[config.mk]
export PLATFORM = sky130hd
export DESIGN_NAME = uart_tx_ctrl
export DESIGN_NICKNAME = d
export VERILOG_FILES = /design/src/rtl/uart_tx_ctrl.sv
export SDC_FILE = /design/constraint.sdc
export NUM_CORES = 1
export LEC_CHECK = 0
export ABC_AREA = 1
export CORE_AREA = 2 2 54 56
export CTS_CLUSTER_DIAMETER = 100
export DETAILED_ROUTE_END_ITERATION = 8
export DIE_AREA = 0 0 56 58
export PLACE_DENSITY = 0.65
export SYNTH_ARGS = -nofsm -noshare
export SYNTH_HDL_FRONTEND = slang
export SYNTH_SLANG_ARGS = --single-unit
[constraint.sdc]
create_clock -name clk -period 1.44 [get_ports clk]
set_input_delay 0.288 -clock clk [delete_from_list [all_inputs] [get_ports clk]]
set_output_delay 0.288 -clock clk [all_outputs]
set_load 0.01 [all_outputs]
[src/rtl/uart_tx_ctrl.sv]
// UART transmit controller: frames one byte as start, 8 data bits LSB first,
// optional parity and one or two stop bits, paced by an external baud generator.
module uart_tx_ctrl #(
    parameter int PARITY    = 0,
    parameter int STOP_BITS = 1
) (
    input  logic       clk,
    input  logic       reset_n,
    input  logic [7:0] tx_data,
    input  logic       tx_valid,
    output logic       tx_ready,
    input  logic       baud_tick,
    output logic       baud_en,
    output logic       tx,
    output logic       tx_busy,
    output logic       tx_done
);

    typedef enum logic [2:0] {
        S_IDLE   = 3'd0,
        S_START  = 3'd1,
        S_DATA   = 3'd2,
        S_PARITY = 3'd3,
        S_STOP   = 3'd4
    } state_e;

    localparam logic HAS_PARITY = (PARITY != 0);
    localparam logic ODD_PARITY = (PARITY == 2);
    localparam logic LAST_STOP  = (STOP_BITS == 2);

    // Even parity is the XOR of the data bits; odd parity inverts it.
    function automatic logic parity_of(input logic [7:0] data, input logic odd);
        parity_of = (^data) ^ odd;
    endfunction

    state_e     state_q, state_d;
    logic [7:0] shift_q, shift_d;
    logic [2:0] bit_idx_q, bit_idx_d;
    logic       stop_cnt_q, stop_cnt_d;
    logic       parity_q, parity_d;
    logic       tx_q, tx_d;
    logic       tx_ready_q, tx_ready_d;
    logic       baud_en_q, baud_en_d;
    logic       tx_busy_q, tx_busy_d;
    logic       tx_done_q, tx_done_d;

    // State and datapath registers
    always_ff @(posedge clk or negedge reset_n) begin
        if (!reset_n) begin
            state_q    <= S_IDLE;
            shift_q    <= 8'h00;
            bit_idx_q  <= 3'd0;
            stop_cnt_q <= 1'b0;
            parity_q   <= 1'b0;
        end else begin
            state_q    <= state_d;
            shift_q    <= shift_d;
            bit_idx_q  <= bit_idx_d;
            stop_cnt_q <= stop_cnt_d;
            parity_q   <= parity_d;
        end
    end

    // Next-state and datapath update; ticks are only honoured outside IDLE
    always_comb begin
        state_d    = state_q;
        shift_d    = shift_q;
        bit_idx_d  = bit_idx_q;
        stop_cnt_d = stop_cnt_q;
        parity_d   = parity_q;
        case (state_q)
            S_IDLE: begin
                if (tx_valid && tx_ready_q) begin
                    state_d    = S_START;
                    shift_d    = tx_data;
                    bit_idx_d  = 3'd0;
                    stop_cnt_d = 1'b0;
                    parity_d   = parity_of(tx_data, ODD_PARITY);
                end else begin
                    state_d = S_IDLE;
                end
            end
            S_START: begin
                if (baud_tick) begin
                    state_d   = S_DATA;
                    bit_idx_d = 3'd0;
                end else begin
                    state_d = S_START;
                end
            end
            S_DATA: begin
                if (baud_tick) begin
                    shift_d   = {1'b0, shift_q[7:1]};
                    bit_idx_d = bit_idx_q + 3'd1;
                    if (bit_idx_q == 3'd7) begin
                        state_d = HAS_PARITY ? S_PARITY : S_STOP;
                    end else begin
                        state_d = S_DATA;
                    end
                end else begin
                    state_d = S_DATA;
                end
            end
            S_PARITY: begin
                if (baud_tick) begin
                    state_d    = S_STOP;
                    stop_cnt_d = 1'b0;
                end else begin
                    state_d = S_PARITY;
                end
            end
            S_STOP: begin
                if (baud_tick) begin
                    if (stop_cnt_q == LAST_STOP) begin
                        state_d = S_IDLE;
                    end else begin
                        stop_cnt_d = stop_cnt_q + 1'b1;
                    end
                end else begin
                    state_d = S_STOP;
                end
            end
            default: begin
                state_d = S_IDLE;
            end
        endcase
    end

    // Output values for the coming cycle, decoded from the next state so every port is a flop
    always_comb begin
        tx_d       = 1'b1;
        tx_ready_d = 1'b0;
        baud_en_d  = 1'b1;
        tx_busy_d  = 1'b1;
        tx_done_d  = 1'b0;
        case (state_d)
            S_IDLE: begin
                tx_ready_d = 1'b1;
                baud_en_d  = 1'b0;
                tx_busy_d  = 1'b0;
                tx_done_d  = (state_q == S_STOP);
            end
            S_START:  tx_d = 1'b0;
            S_DATA:   tx_d = shift_d[0];
            S_PARITY: tx_d = parity_q;
            S_STOP:   tx_d = 1'b1;
            default: begin
                tx_d       = 1'b1;
                tx_ready_d = 1'b0;
                baud_en_d  = 1'b0;
                tx_busy_d  = 1'b0;
                tx_done_d  = 1'b0;
            end
        endcase
    end

    // Output registers
    always_ff @(posedge clk or negedge reset_n) begin
        if (!reset_n) begin
            tx_q       <= 1'b1;
            tx_ready_q <= 1'b1;
            baud_en_q  <= 1'b0;
            tx_busy_q  <= 1'b0;
            tx_done_q  <= 1'b0;
        end else begin
            tx_q       <= tx_d;
            tx_ready_q <= tx_ready_d;
            baud_en_q  <= baud_en_d;
            tx_busy_q  <= tx_busy_d;
            tx_done_q  <= tx_done_d;
        end
    end

    assign tx       = tx_q;
    assign tx_ready = tx_ready_q;
    assign baud_en  = baud_en_q;
    assign tx_busy  = tx_busy_q;
    assign tx_done  = tx_done_q;

endmodule

==> reports/results.tsv <==
metric	value	unit
ys_types	24	
cts_buffer_depth	2	
fill_cells	258	
hold_class	in -> async	
hold_violations	0	
path_class	reg -> out	
area_growth	23.6	%
h-tree-depth	1	
cts_buffers	3	
setup_violations	0	
cp-end-kind	primary output	
syn_area	0.00113	mm²
core	0.00266	mm²
peakVddDrop	0.00102	V
grt_setup_unrepaired	no	
worst_path_dominant_cell_family	flip-flops	
io_pins	17	
leakage	0.776	nW
synth-seq-area-share	0.422	
drive_above_1_share	0.148	
r2r_slack	140	ps
cap_violations	0	
worstSkewPairLatency	290	ps
ys_warn_count	0	
grt.total_usage	0.155	
worstPathRequired	1150	ps
cts_root_buf	clkbuf_4	
initial_utilization	0.426	
path_cells	dlygate4sd2_1	
grt_start_max_net_pins	17	
n_antenna_cell	0	
vias_per_cell	4.66	
dr_total_vias	993	
fin_worst_skew	7.19	ps
rr_startpoint	bit_idx_q[0]	
detail_route.drc_violations	0	
worstMarginPinSlew	361	ps
cpPeakStageDelay	540	ps
die_w	56	µm
die_area	0.00325	mm²
final_util	0.526	
rows	19	
drt_iter0_drc	38	
path_clk_slew	110	ps
cellPowerDensity	1680	mW/mm²
fin_crit	1380	ps
period_share	0.959	
rr_endpoint	tx_done	
relSlewSlack	0.758	
syn-num-nets	172	
drt-total-wl	2310	µm
nets	197	
cts_tree	built	
first_pass_iters	4	
synth.avg_cell_area	7.17	µm²
crit_path_max_fanout	2	
fmax	0.724	GHz
ant_nets	0	
dp_hpwl	1850	µm
worstPathArrival	1090	ps
grt_pass1_vias	932	
synth-seq-cells	19	
gp_congestion	0.898	
clkSinkCount	19	
start_kind	flip-flop	
antenna_found_initial	0	
ff2ff_path_depth	8	
multiInputGateArea	532	µm²
gr-total-overflow	0	
status	complete, no violations	
cp_num_buf_inv	1	
maxSlewViolCount	0	
seq_area	478	µm²
tns	0	ps
portBuffers	16	
die_y	58	µm
grt_pass1_wl	4040	µm
wl_per_cell	10.8	µm
slowest_stage	dfstp_2	
synth_cells	158	
-- metal layers --
layer / track usage / vias to the layer above / wire [µm]
met3: 0.0134 / 3 / 55
met1: 0.208 / 432 / 1080
met5: 0 / - / 0
met4: 0.0408 / 0 / 13
met2: 0.271 / 25 / 1160
li1: - / 533 / -
-- synthesized netlist by cell type --
cell,instances,area [µm²]
dfrtp_1,17,425
ha_1,2,25.0
nand3_1,11,55.1
buf_6,1,11.3
nor3_1,1,5.00
o21ai_0,2,10.0
buf_4,1,7.51
dfstp_2,2,52.6
nand2_2,3,18.8
nand4_4,1,21.3
inv_1,23,86.3
nor2_4,2,22.5
a21boi_0,1,7.51
nor2_1,10,37.5
inv_2,5,18.8
o211ai_1,6,45.0
and2_1,1,6.26
o21ai_1,2,10.0
nand2_1,62,233
nand3_2,1,10.0
a21oi_1,1,5.00
buf_2,1,5.00
nor2_2,1,6.26
xnor2_1,1,8.76
-- sequential cells by signal (all words and copies together), names as in the netlist --
register / count
shift_q: 8
bit_idx_q: 3
state_q: 3
parity_q: 1
tx: 1
tx_busy: 1
tx_done: 1
tx_ready: 1
-- cells in the final DEF (no fill, tap or decap) --
| cell | count |
|---|---|
| buf_4 | 6 |
| o21ai_0 | 2 |
| dfrtp_1 | 17 |
| nor3_1 | 1 |
| clkbuf_4 | 3 |
| nor2_1 | 8 |
| xnor2_1 | 1 |
| nand4_4 | 1 |
| inv_4 | 1 |
| dfstp_2 | 2 |
| inv_2 | 4 |
| ha_1 | 2 |
| dlygate4sd2_1 | 5 |
| nand2_1 | 62 |
| clkdlybuf4s50_1 | 11 |
| buf_12 | 1 |
| nand2_2 | 3 |
| clkbuf_1 | 1 |
| inv_1 | 23 |
| nor2_4 | 2 |
| nand3_2 | 1 |
| and2_1 | 1 |
| nand3_1 | 11 |
| nor2_2 | 3 |
| o21ai_1 | 2 |
| a21oi_1 | 1 |
| o211ai_1 | 6 |
| a21boi_0 | 1 |
-- cells by family (layout without fill, tap and decap cells) --
logic type / count (synthesis) / in the layout / synth area share
XOR/XNOR: 1 / 1 / 0.00773
flip-flops: 19 / 19 / 0.422
AO/OA/AOI/OAI: 12 / 12 / 0.0684
adder cells (fa/ha/maj): 2 / 2 / 0.0221
AND/OR/NAND/NOR: 93 / 93 / 0.366
buffers and inverters: 31 / 55 / 0.114
-- worst register-to-register path, stage by stage, from the launching register on --
cell     delay (ps)
dfrtp_1         400
ha_1            200
ha_1            180
nand2_1          80
nand2_1          80
nand2_2          90
nor2_4           40
nand3_2          90
nor2_2           40
-- final cells by class --
cell class	instances	area share
multi-input combinational	108	0.379
sequential	19	0.341
timing repair buffer	23	0.156
inverter	28	0.0768
tap	31	0.0277
clock buffer	4	0.0188
-- power by group --
| part | switching (mW) | internal [mW] | leakage (nW) |
|---|---|---|---|
| sequential | 0.143 | 0.777 | 0.241 |
| clock | 0.160 | 0.108 | 0.0150 |
| combinational | 0.671 | 0.495 | 0.520 |
| total | 0.973 | 1.38 | 0.776 |
-- metrics by stage --
step | cells | power (mW) | setup WS [ps] | cell area [µm²] | hold WS, ps
after floorplan | 158 | 1.72 | 228 | 1130 | -7.59
after global placement | 208 | 2.09 | -48.4 | 1370 | 464
after detailed placement | 208 | 2.12 | -144 | 1370 | 466
after CTS | 212 | 2.34 | 44.4 | 1390 | 257
after global routing | 213 | 2.58 | 12.5 | 1400 | 258
final | 213 | 2.35 | 58.8 | 1400 | 258
-- timing repair --
item	4_1_cts	5_1_grt
endpoints found under the setup margin	5	2
buffers inserted	0	1
gates cloned	0	0
gates resized for setup	5	3
hold buffers	0	0
hold endpoints to repair	0	0
pin swaps	0	1
-- worst max path at each step --
| stage | cells after the start | endpoint | start |
|---|---|---|---|
| after global placement | 7 | tx_done | baud_tick |
| after global routing | 6 | bit_idx_q[0] | state_q[0] |
| after CTS | 1 | tx_ready | tx_ready |
| final | 1 | tx_ready | tx_ready |
| after detailed placement | 7 | tx_done | baud_tick |
| after floorplan | 7 | tx_done | bit_idx_q[0] |
(Power assumes the default switching activity.)
